`config.mk`:
```
export PLATFORM = sky130hd
export DESIGN_NAME = kadai3_arb
export DESIGN_NICKNAME = d
export VERILOG_FILES = /design/src/rtl/kadai3_arb.sv
export SDC_FILE = /design/constraint.sdc
export NUM_CORES = 1
export LEC_CHECK = 0
export CORE_MARGIN = 4
export CORE_UTILIZATION = 36
export CTS_BUF_LIST = sky130_fd_sc_hd__clkbuf_8 sky130_fd_sc_hd__clkbuf_16
export DETAILED_ROUTE_END_ITERATION = 12
export PLACE_DENSITY = 0.75
export REMOVE_ABC_BUFFERS = 1
export SYNTH_ARGS = -nofsm -noshare
export SYNTH_HDL_FRONTEND = slang
export SYNTH_SLANG_ARGS = --single-unit
```
`constraint.sdc`:
```
create_clock -name CLK -period 3.65 [get_ports CLK]
set_input_delay 0.365 -clock CLK [delete_from_list [all_inputs] [get_ports CLK]]
set_output_delay 0.365 -clock CLK [all_outputs]
set_load 0.01 [all_outputs]
```
`src/rtl/kadai3_arb.sv`:
```
// Two-requester round-robin write arbiter in front of a shared multiply FIFO,
// with an in-order tag queue that routes each returning product to its owner.
module kadai3_arb #(
    parameter int unsigned DEPTH = 16
) (
    input  logic        CLK,
    input  logic        RST,
    input  logic        REQ_A,
    input  logic        REQ_B,
    input  logic [15:0] DIN_A,
    input  logic [15:0] DIN_B,
    output logic        GNT_A,
    output logic        GNT_B,
    input  logic        RDY_A,
    input  logic        RDY_B,
    output logic [15:0] DOUT_A,
    output logic [15:0] DOUT_B,
    output logic        VALID_A,
    output logic        VALID_B,
    output logic        FIFO_WR,
    output logic        FIFO_RD,
    output logic [15:0] FIFO_DIN,
    input  logic [15:0] FIFO_DOUT,
    input  logic        FIFO_EMPTY,
    input  logic        FIFO_FULL,
    input  logic        FIFO_VALID,
    output logic [4:0]  OCC
);

    localparam int unsigned PTR_W = (DEPTH > 1) ? $clog2(DEPTH) : 1;
    localparam int unsigned OCC_W = 5;
    localparam logic [OCC_W-1:0] OCC_MAX = OCC_W'(DEPTH);

    logic             pri;
    logic [PTR_W-1:0] wr_ptr;
    logic [PTR_W-1:0] rd_ptr;
    logic [OCC_W-1:0] occ;
    logic             tagq;
    logic             tag_mem [DEPTH];

    logic can_wr;
    logic gnt_a;
    logic gnt_b;
    logic head_tag;
    logic head_rdy;
    logic fifo_rd;
    logic fifo_wr;

    // Write side: both grants gated by room in the FIFO and in the tag queue.
    always_comb begin
        can_wr = ~RST & ~FIFO_FULL & (occ < OCC_MAX);
        gnt_a  = can_wr & REQ_A & (~pri | ~REQ_B);
        gnt_b  = can_wr & REQ_B & ( pri | ~REQ_A);
        fifo_wr = gnt_a | gnt_b;
    end

    // Read side: strictly in order, so a stalled head owner stalls everyone.
    always_comb begin
        head_tag = tag_mem[rd_ptr];
        head_rdy = head_tag ? RDY_B : RDY_A;
        fifo_rd  = ~RST & ~FIFO_EMPTY & (occ != '0) & head_rdy;
    end

    assign GNT_A    = gnt_a;
    assign GNT_B    = gnt_b;
    assign FIFO_WR  = fifo_wr;
    assign FIFO_RD  = fifo_rd;
    assign FIFO_DIN = gnt_b ? DIN_B : DIN_A;
    assign OCC      = occ;

    // Products come back one cycle after the read; tagq names their owner.
    assign VALID_A = ~RST & FIFO_VALID & ~tagq;
    assign VALID_B = ~RST & FIFO_VALID &  tagq;
    assign DOUT_A  = FIFO_DOUT;
    assign DOUT_B  = FIFO_DOUT;

    always_ff @(posedge CLK) begin
        if (RST) begin
            pri    <= 1'b0;
            wr_ptr <= '0;
            rd_ptr <= '0;
            occ    <= '0;
            tagq   <= 1'b0;
        end else begin
            if (gnt_a) begin
                pri <= 1'b1;
            end else if (gnt_b) begin
                pri <= 1'b0;
            end
            if (fifo_wr) begin
                wr_ptr <= wr_ptr + PTR_W'(1);
            end
            if (fifo_rd) begin
                rd_ptr <= rd_ptr + PTR_W'(1);
                tagq   <= head_tag;
            end
            case ({fifo_wr, fifo_rd})
                2'b10:   occ <= occ + OCC_W'(1);
                2'b01:   occ <= occ - OCC_W'(1);
                default: occ <= occ;
            endcase
        end
    end

    // Tag storage needs no reset: entries are only read behind a valid occ.
    always_ff @(posedge CLK) begin
        if (!RST && fifo_wr) begin
            tag_mem[wr_ptr] <= gnt_b;
        end
    end

    a_one_grant : assert property (@(posedge CLK) disable iff (RST) !(GNT_A && GNT_B));
    a_occ_range : assert property (@(posedge CLK) disable iff (RST) OCC <= OCC_MAX);

endmodule
```
### After elaboration in Yosys (flattened, before gate mapping)

Memories as Yosys holds them, arrays and structs flattened. A register that Yosys moved wholly into a read port is not among the register bits.
Index checks and enable logic that the tools add are counted.

| storage, ports and cells | value |
|---|---|
| register bits | 15 |
| output and inout bits | 59 |
| memories | 1 |
| logic and storage cells | 49 |
| bits in read-only memories | 0 |
| bits in latches | 0 |
| input port bits | 57 |
| bits in writable memories | 16 |

Memory list:

| memory | words | width | rd ports | clocked after Yosys merged registers in | write ports | line | source |
|---|---|---|---|---|---|---|---|
| tag_mem | 16 | 1 | 1 | 1 | 1 | 39 | `logic tag_mem [DEPTH];` |

| cells by class | value |
|---|---|
| $add $sub $neg | 4 |
| magnitude comparators | 1 |
| equal/unequal tests | 2 |
| div/mod/pow operators | 0 |
| muxes and demuxes | 9 |
| $mul | 0 |
| shift operators | 0 |
| bitwise operators | 22 |
| reduce and logical (&&, ||, !) cells | 5 |

Operator list:

| operator | count |
|---|---|
| $mux 16 | 1 |
| $and 1x1->1 | 12 |
| $pmux 5 s2 | 1 |
| $add 4x1->4 const B | 2 |
| $mux 4 | 2 |
| $not 1->1 | 7 |
| $add 5x1->5 const B | 1 |
| $lt 5x5->1 const B | 1 |
| $mux 1 | 5 |
| $reduce_bool 5->1 | 1 |
| $sub 5x1->5 const B | 1 |
| $reduce_bool 2->1 | 2 |
| $or 1x1->1 | 3 |
| $eq 2x1->1 const B | 1 |
| $eq 2x2->1 const B | 1 |
| $logic_and 1x1->1 | 1 |
| $logic_not 1->1 | 1 |

### Depth between registers and ports, before layout

Gate-level depths: netlist of run 1.

| logic depth | value |
|---|---|
| depth after elaboration | 9 |
| depth in mapped cells | 16 |
| mapped depth without buffers | 14 |

### Least setup slack after synthesis of run 1

No wires, ideal clock.

| timing path | value |
|---|---|
| path kind | register -> register |
| start point | register with a tool-made name |
| end point | register occ[4], in the netlist OCC[4] |
| required time | 3579 ps |
| arrival time | 3469 ps |
| library setup time | 71 ps |
| setup slack | 111 ps |
| cell stages (with the launch flop) | 16 |
| period minus slack after synthesis | 3539 ps |
| path buffers | 2 |
| path through | dfxtp_1 > buf_6 > mux4_2 > a22o_1 > or3_4 > nand2_4 > ha_1 > clkbuf_1 > xor2_1 > ha_1 > a21boi_0 > o211ai_1 > a21oi_1 > a31oi_1 > or3_1 > a21oi_1 |

RTL lines:

| item | line | source |
|---|---|---|
| end signal: assignment | 98 | `2'b10: occ <= occ + OCC_W'(1);` |
| end signal: assignment | 99 | `2'b01: occ <= occ - OCC_W'(1);` |
| end: declaration | 37 | `logic [OCC_W-1:0] occ;` |

==> results of run 1 <==
-- area by class of cell --
| cell class | count | area (um2) | share of cell area |
|---|---|---|---|
| sequential | 35 | 862.1 | 0.3083 |
| timing repair buffer | 74 | 723.2 | 0.2586 |
| tap | 72 | 90.09 | 0.03221 |
| clock buffer | 7 | 107.6 | 0.03848 |
| inverter | 7 | 26.28 | 0.009396 |
| clock inverter | 1 | 5.005 | 0.001790 |
| multi-input combinational | 156 | 982.2 | 0.3512 |
-- metal layers --
layer,track usage,vias up,wire (um)
li1,-,846,-
met2,0.2027,108,2108
met5,0.01399,-,0
met4,0.04748,0,43
met1,0.1604,766,2119
met3,0.09320,5,735
-- power by group --
group	leakage, nW	switching [mW]	internal, mW	total [mW]
clock	0.0594	0.133	0.193	0.326
combinational	0.744	0.0619	0.0939	0.156
sequential	0.305	0.00721	0.415	0.422
total	1.11	0.202	0.702	0.904
-- stage by stage --
step | utilization | hold WS [ns] | std cells | instance area [um2] | setup slack, ns
after floorplan | - | 0.4300 | 198 | 1869 | 0.1280
after global placement | 0.4755 | 0.4436 | 344 | 2683 | 0.3412
after detailed placement | 0.4755 | 0.4530 | 344 | 2683 | 0.2174
after CTS | 0.4955 | 0.4632 | 352 | 2795 | 0.1919
after global routing | 0.4957 | 0.5026 | 352 | 2796 | 0.02967
final | 0.4957 | 0.4628 | 352 | 2796 | 0.2882
-- logic make-up (layout without fill, tap and decap cells) --
| kind of cell | after synthesis | after routing |
|---|---|---|
| mux | 15 | 15 |
| fa+ha+maj | 9 | 9 |
| xor+xnor | 7 | 7 |
| simple gates | 103 | 103 |
| compound gates | 22 | 22 |
| buf+inv | 48 | 89 |
| flops | 35 | 35 |
-- synth_stat cells, types with 5 or more instances --
cell | n | area share
nand2_1 | 59 | 0.10
buf_4 | 32 | 0.11
nor2_1 | 20 | 0.035
dfxtp_1 | 19 | 0.18
edfxtp_1 | 16 | 0.22
mux2i_1 | 12 | 0.056
ha_1 | 9 | 0.052
clkbuf_1 | 7 | 0.012
inv_1 | 6 | 0.010
a21oi_1 | 5 | 0.012
nor3_1 | 5 | 0.012
xor2_1 | 5 | 0.020
-- worst max-delay path: stages, from the launching register on --
cell and delay (ns):
dfxtp_2 0.36, mux4_2 0.50, a22o_1 0.29, or3_4 0.45, nand2_4 0.13, ha_1 0.19, xor2_1 0.17, ha_1 0.21
a21boi_1 0.21, o211ai_1 0.10, a21oi_1 0.17, a31oi_1 0.07, or3_1 0.31, a21oi_1 0.14
-- worst max path at each step --
stage                        end  slack (ns)  cells past startpoint
after floorplan           OCC[4]        0.13                     13
after global placement    OCC[4]        0.34                     13
after detailed placement  OCC[4]        0.22                     13
after CTS                 OCC[4]        0.19                     13
after global routing      OCC[4]        0.03                     13
final                     OCC[4]        0.29                     13
==> impl_metrics.py, run 1 <==
metrics = {
    "route": {
        "drt-total-wl_um": 5007,
        "routedWlPerCell_um": 14.22,
        "drt_iter0_markers": 82,
        "vias": 1725,
        "firstDrtPassIters": 4,
        "route.detailed.drc": 0,
        "vias_per_cell": 4.901,
        "drt.antenna.violating_nets": 0,
    },
    "logic_synthesis": {
        "synthDistinctLibCells": 44,
        "synthXorXnorAreaFrac": 0.02850,
        "synth_cells": 239,
        "synth_edf_count": 16,
        "synth_compound_area_frac": 0.08202,
        "synthFlopType": "dfxtp_1",
        "synthMuxAreaShare": 0.08377,
        "synth_area_um2": 2151,
        "syn_area_per_cell_um2": 8.999,
        "synthAdderAreaFrac": 0.05236,
        "yosys_register_bits": 35,
        "yosysSeqAreaShare": 0.4002,
        "post_synth_and_or_nand_nor_area_fraction": 0.2100,
        "synth_top_family_by_area": "simple AND/OR/NAND/NOR gates",
        "postSynth.asyncResetShare": 0,
        "yosys_warnings": 0,
    },
    "power_and_ir_drop": {
        "leakagePower_nw": 1.108,
        "vdd_drop_max_mv": 0.1295,
        "cellPowerDensity_nw_per_um2": 323.4,
        "total_power_mw": 0.9044,
    },
    "cts": {
        "cts_sinks": 35,
        "clockRootBuffer": "clkbuf_8",
        "clkSlewWorstSetupHoldPaths_ns": 0.07,
        "cts-resized-gates": 0,
        "cts_setup_buffers": 0,
        "hold_buffers": 0,
        "cts_buffer_depth": 2,
        "cts_tree": "yes",
        "insertion_delay_ns": 0.29,
        "cts_max_level": 2,
        "cts_buffers": 5,
    },
    "sta": {
        "fmax_mhz": 297.5,
        "rsz0062_at_grt": "false",
        "tightest_slew_ns": 0.4928,
        "maxSlewHeadroom": 0.6695,
        "finalCritPeriodShare": 0.9210,
        "slew_viol_final": 0,
        "setup_viol": 0,
        "finalHoldViolCount": 0,
        "fin_skew_ns": 0.008718,
        "min_period_ns": 3.362,
        "tns_ns": 0,
    },
    "floorplan": {
        "core-area_um2": 5642,
        "io_pins": 116,
        "die_width_um": 85.30,
        "row_count": 27,
        "initial_core_util": 0.3812,
        "die_area_um2": 7275,
        "die_height_um": 85.30,
    },
    "final_layout": {
        "drive_gt1_frac": 0.09286,
        "final_common_cell": "clkdlybuf4s50_1",
        "area_delta_synth_final_pct": 30.02,
        "num-fill-cells": 526,
        "diodes": 0,
        "nets": 345,
        "final_cell_mix": "clkdlybuf4s50_1, nand2_1, nor2_1, dfxtp_1, edfxtp_1",
    },
    "hold_path": {
        "hold_path.class": "flop to flop",
        "hold_depth": 1,
        "hp-start": "rd_ptr[3]",
    },
    "run_status": {
        "status": "completed",
    },
    "placement": {
        "portBuffers": 67,
        "place_hpwl_um": 3931,
        "place.gp.congestion": 0.8101,
    },
    "critical_path": {
        "critPathRequiredTime_ns": 3.88,
        "worstSetupPathType": "flop to flop",
        "worstSetupEndpointType": "flop",
        "rr_endpoint": "OCC[4]",
        "start_kind": "flop",
        "cp_max_fo": 6,
        "crit_arrival_ns": 3.59,
        "rr_worst_depth": 13,
        "ff2ff_setup_slack_ns": 0.29,
    },
    "global_route": {
        "grt_antenna_before_repair": 0,
        "grt_first_pass_wirelength_um": 7941,
        "grt_max_degree": 19,
        "grt_pass1_vias": 1697,
        "grt_overflow_total": 0,
        "track_usage": 0.1385,
    },
    "run": {
        "cap_violations": 0,
    },
}
Power figures use the tool's default switching activity.
==> run 2: changes to the inputs <==
- ABC_AREA: default -> 1
- CORE_UTILIZATION: 36 -> 37
==> impl_metrics.py, run 2 <==
metrics = {
    "logic_synthesis": {
        "yosys-top-cells-count": "nand2_1, inv_1, buf_4",
        "synth.area.top_cells": "edfxtp_1, dfxtp_1, nand2_1",
        "synth_area_um2": 2312,
        "yosysTopAreaCellShare": 0.2078,
        "postSynth.asyncResetShare": 0,
        "yosys_warnings": 0,
        "syn_area_per_cell_um2": 7.435,
        "yosysSeqAreaShare": 0.3723,
        "synth_edf_count": 16,
        "yosys.area.top_type": "edfxtp_1",
        "synth_cells": 311,
        "synthFlopType": "dfxtp_1",
        "synthDistinctLibCells": 31,
        "yosys_register_bits": 35,
        "yosys.cell_count.top_type": "nand2_1",
    },
    "floorplan": {
        "die_width_um": 87.05,
        "die_area_um2": 7578,
        "io_pins": 116,
        "row_count": 28,
        "core-area_um2": 5991,
        "die_height_um": 87.05,
        "initial_core_util": 0.3860,
    },
    "sta": {
        "min_period_ns": 2.948,
        "tns_ns": 0,
        "finalHoldViolCount": 0,
        "fmax_mhz": 339.2,
        "setup_viol": 0,
        "slew_viol_final": 0,
        "tightest_slew_ns": 0.4511,
        "finalCritPeriodShare": 0.8076,
        "fin_skew_ns": 0.007392,
        "maxSlewHeadroom": 0.6983,
        "rsz0062_at_grt": "false",
        "setup_ws_ns": 0.7021,
    },
    "power_and_ir_drop": {
        "vdd_drop_max_mv": 0.1586,
        "p_seq_frac": 0.456,
        "swShare": 0.2798,
        "p_comb_frac": 0.256,
        "p_int_mw": 0.7053,
        "leakagePower_nw": 1.355,
        "pwr-share-clk": 0.287,
        "cellPowerDensity_nw_per_um2": 336.3,
        "switchingPower_mw": 0.2740,
    },
    "final_layout": {
        "diodes": 0,
        "num-fill-cells": 551,
        "multi_input_area_um2": 996.0,
        "drive_gt1_frac": 0.09091,
        "final_cell_mix": "nand2_1, clkdlybuf4s50_1, inv_1, nor2_1, dfxtp_1",
        "area_delta_synth_final_pct": 25.92,
        "nets": 417,
        "regArea_um2": 860.8,
        "final_common_cell": "nand2_1",
    },
    "placement": {
        "post-place-ws_ns": 0.5013,
        "portBuffers": 67,
        "place_hpwl_um": 4311,
        "place.gp.congestion": 0.8408,
    },
    "critical_path": {
        "worstSetupPathType": "primary input to output pin",
        "rr_worst_depth": 18,
        "start_kind": "primary input",
        "rr_endpoint": "OCC[4]",
        "crit_arrival_ns": 2.58,
        "cp_max_fo": 34,
        "ff2ff_setup_slack_ns": 0.86,
        "critPathRequiredTime_ns": 3.28,
        "endpoint": "FIFO_DIN[7]",
        "worstSetupEndpointType": "output pin",
        "crit_start": "RST",
    },
    "cts": {
        "cts_buffers": 5,
        "cts-resized-gates": 0,
        "hold_buffers": 0,
        "cts_sinks": 35,
        "cts_max_level": 2,
        "insertion_delay_ns": 0.28,
        "clockRootBuffer": "clkbuf_8",
        "cts_setup_buffers": 0,
        "cts_buffer_depth": 2,
        "clkSlewWorstSetupHoldPaths_ns": 0.07,
        "cts_tree": "yes",
    },
    "route": {
        "routedWlPerCell_um": 12.43,
        "vias": 1971,
        "drt_iter0_markers": 40,
        "drt.antenna.violating_nets": 0,
        "vias_per_cell": 4.616,
        "drt-total-wl_um": 5306,
        "firstDrtPassIters": 4,
        "route.detailed.drc": 0,
    },
    "run": {
        "cap_violations": 0,
    },
    "run_status": {
        "status": "completed",
    },
    "global_route": {
        "track_usage": 0.1480,
        "grt_pass1_vias": 2028,
        "grt_max_degree": 35,
        "grt_first_pass_wirelength_um": 8901,
        "grt_overflow_total": 0,
        "grt_antenna_before_repair": 0,
    },
    "hold_path": {
        "hold_path.class": "flop to flop",
        "hold_depth": 2,
        "hp-start": "tagq",
    },
}
-- run 2: cell families after synthesis --
group                      share of synthesized area
and+or+nand+nor                               0.3176
AOI/OAI and AO/OA                            0.03788
xor gates and xnor gates                     0.02652
buffers and inverters                         0.1970
adders and majority gates                    0.04870
DFF                                           0.3723
-- run 2: worst min path at each step --
stage	end	slack (ns)
detailed placement	pri	0.49
global route	tagq	0.54
finish	tagq	0.50
floorplan	OCC[4]	0.43
CTS	pri	0.50
global placement	pri	0.48
-- run 2: cell type report --
class,instances,area share
well taps,75,0.03223
repair buffers,69,0.2355
clock inverters,2,0.003008
multi-input cells,195,0.3421
inverters,45,0.06317
flip-flops and latches,35,0.2957
clock buffers,6,0.02836
-- run 2: layer usage --
| layer | wire length, um | track usage |
|---|---|---|
| met5 | 0 | 0.006993 |
| met4 | 61 | 0.04391 |
| met3 | 685 | 0.07947 |
| met2 | 2350 | 0.2340 |
| met1 | 2208 | 0.1722 |
-- run 2: power by group through the flow --
stage | clock network, mW | logic (mW) | registers [mW]
floorplan | 0 | 0.126 | 0.455
finish | 0.281 | 0.251 | 0.447
detailed placement | 0 | 0.252 | 0.455
global placement | 0 | 0.249 | 0.455
CTS | 0.291 | 0.253 | 0.447
global route | 0.308 | 0.281 | 0.450
-- run 2: through the flow --
stage | util | power, mW | hold slack (ns) | std cells | cell area [um2]
2_1_floorplan | - | 0.5812 | 0.4341 | 275 | 2041
3_3_place_gp | 0.4708 | 0.7044 | 0.4818 | 419 | 2820
3_5_place_dp | 0.4708 | 0.7075 | 0.4876 | 419 | 2820
4_1_cts | 0.4860 | 0.9912 | 0.5008 | 427 | 2912
5_1_grt | 0.4860 | 1.039 | 0.5406 | 427 | 2912
6_report | 0.4860 | 0.9793 | 0.4972 | 427 | 2912
-- run 2: worst max-delay path: stages --
cell and delay, ns:
clkdlybuf4s50_1 0.63, nor3_4 0.31, nand2_4 0.17, inv_4 0.10
buf_4 0.30, nand2_1 0.09, nand2_1 0.08, clkdlybuf4s50_1 0.54
==> run 3: changes to the inputs <==
- clock period: 3.65 -> 2.61 ns (I/O delays scaled with it)
==> impl_metrics.py, run 3 (synthesis results as in run 2) <==
metrics = {
    "final_layout": {
        "final_cell_mix": "nand2_1, clkdlybuf4s50_1, inv_1, nor2_1",
        "drive_gt1_frac": 0.1191,
        "fin_cells": 436,
        "area_delta_synth_final_pct": 29.98,
        "diodes": 0,
        "nets": 426,
        "final_common_cell": "nand2_1",
        "num-fill-cells": 570,
        "final_core_util": 0.5017,
    },
    "hold_path": {
        "hold_end": "tagq",
        "hp-start": "tagq",
        "hold_path.class": "flop to flop",
        "hold_depth": 2,
    },
    "cts": {
        "cts_sinks": 35,
        "cts_buffer_depth": 2,
        "cts_max_level": 2,
        "cts_tree": "yes",
        "insertion_delay_ns": 0.28,
        "clockRootBuffer": "clkbuf_8",
        "clkSlewWorstSetupHoldPaths_ns": 0.06,
        "cts_buffers": 5,
        "hold_buffers": 0,
    },
    "route": {
        "vias": 2025,
        "drt-total-wl_um": 5403,
        "routedWlPerCell_um": 12.39,
        "vias_per_cell": 4.644,
        "firstDrtPassIters": 4,
        "route.detailed.drc": 0,
        "drt_iter0_markers": 49,
        "drt.antenna.violating_nets": 0,
    },
    "floorplan": {
        "core-area_um2": 5991,
        "io_pins": 116,
        "initial_core_util": 0.3860,
        "die_area_um2": 7578,
        "die_width_um": 87.05,
        "row_count": 28,
        "die_height_um": 87.05,
    },
    "critical_path": {
        "ff2ff_setup_slack_ns": 0.21,
        "start_kind": "flop",
        "cpLargestDelayFamily": "simple AND/OR/NAND/NOR gates",
        "worst_path_max_delay_cell": "dfxtp_2",
        "critPathRequiredTime_ns": 2.83,
        "crit_top_cell": "nand2_1",
        "slowest_delay_ns": 0.33,
        "critPathBufInv": 4,
        "crit_arrival_ns": 2.62,
        "cp_max_fo": 9,
        "worstSetupEndpointType": "flop",
        "rr_worst_depth": 20,
        "rr_endpoint": "OCC[4]",
        "cp_cell_sequence": "buf_12, inv_8, nand2_1, nand3_1, nand3_1, nand3_2, nand2_2, nand2_1, nand3_2, inv_2, ha_4, xor2_2, ha_1, inv_1, nand2_1, nand3_1, nand3b_1, xor2_1, nand2_1, a21oi_1",
        "worstSetupPathType": "flop to flop",
    },
    "sta": {
        "hold-worst-slack_ns": 0.4712,
        "finalHoldViolCount": 0,
        "setup_ws_ns": 0.2083,
        "min_period_ns": 2.402,
        "slew_viol_final": 0,
        "finalCritPeriodShare": 0.9202,
        "rsz0062_at_grt": "false",
        "maxSlewHeadroom": 0.7578,
        "setup_viol": 0,
        "tightest_slew_ns": 0.3600,
        "fmax_mhz": 416.4,
        "fin_skew_ns": 0.003570,
    },
    "power_and_ir_drop": {
        "pwr-share-clk": 0.263,
        "swShare": 0.2838,
        "switchingPower_mw": 0.3867,
        "p_int_mw": 0.9756,
        "p_seq_frac": 0.454,
        "p_comb_frac": 0.283,
        "cellPowerDensity_nw_per_um2": 453.3,
        "vdd_drop_max_mv": 0.2016,
        "leakagePower_nw": 1.400,
    },
    "placement": {
        "dpl.cell_count": 428,
        "place.gp.congestion": 0.9713,
        "place_hpwl_um": 4440,
        "portBuffers": 67,
        "post-place-ws_ns": -0.04398,
    },
    "run": {
        "cap_violations": 0,
    },
    "global_route": {
        "grt_overflow_total": 0,
        "grt_antenna_before_repair": 0,
        "grt_max_degree": 35,
        "track_usage": 0.1504,
        "grt_first_pass_wirelength_um": 8866,
        "grt_pass1_vias": 2069,
    },
    "run_status": {
        "status": "completed",
    },
}
[run 3: cell types whose count changed in the layout (fill, tap and decap cells not counted), sizes merged]
cell | before | now
buf | 2 | 11
inv | 45 | 47
clkbuf | 6 | 5
clkinv | 2 | 1
[run 3: power by group through the flow]
stage / sequential (mW) / combinational, mW / clock, mW
floorplan: 0.636 / 0.177 / 0
global placement: 0.630 / 0.375 / 0
detailed placement: 0.630 / 0.381 / 0
CTS: 0.618 / 0.383 / 0.375
global route: 0.621 / 0.425 / 0.402
finish: 0.619 / 0.385 / 0.358
[run 3: area by class of cell]
class | instances | area, um2 | share of cell area
Clock buffer | 5 | 68.82 | 0.02290
Clock inverter | 3 | 11.26 | 0.003747
Tap cell | 75 | 93.84 | 0.03122
Sequential cell | 35 | 862.1 | 0.2868
Inverter | 45 | 183.9 | 0.06120
Multi-Input combinational cell | 195 | 1016 | 0.3381
Timing Repair Buffer | 78 | 769.5 | 0.2560
[run 3: worst max-delay path by stage]
| stage | from | endpoint | slack (ns) | cells after the start |
|---|---|---|---|---|
| final | flop | OCC[4] | 0.21 | 20 |
| after global routing | flop | OCC[4] | 0.02 | 21 |
| after CTS | flop | OCC[4] | 0.09 | 20 |
| after detailed placement | RST | OCC[4] | -0.04 | 16 |
| after global placement | RST | OCC[4] | 0.07 | 14 |
| after floorplan | flop | OCC[4] | 0.12 | 18 |
[run 3: per-stage QoR]
stage / instance area [um2] / total power, mW / TNS (ns)
CTS: 2980 / 1.376 / 0
floorplan: 2041 / 0.8128 / 0
detailed placement: 2900 / 1.011 / -0.04398
global placement: 2900 / 1.005 / 0
global route: 3005 / 1.449 / 0
finish: 3005 / 1.362 / 0
[run 3: timing repair]
item,CTS,global route
gates resized for setup,0,6
endpoints found under the setup margin,0,2
setup buffers,0,0
[run 3: metal layers]
layer  up-vias  GRT usage  wire [um]
met3         7    0.09177        744
met2        99     0.2464       2376
met1       894     0.1584       2193
met4         0    0.05099         89
li1       1025          -          -
met5         -   0.006993          0
[run 3: worst reg2reg max path, cell delays in order (launching register included)]
cell and delay, ns:
dfxtp_2 0.33, buf_12 0.13, inv_8 0.07, nand2_1 0.06, nand3_1 0.08, nand3_1 0.09, nand3_2 0.12, nand2_2 0.09
nand2_1 0.08, nand3_2 0.08, inv_2 0.09, ha_4 0.14, xor2_2 0.16, ha_1 0.17, inv_1 0.04, nand2_1 0.10
nand3_1 0.08, nand3b_1 0.11, xor2_1 0.14, nand2_1 0.06, a21oi_1 0.11
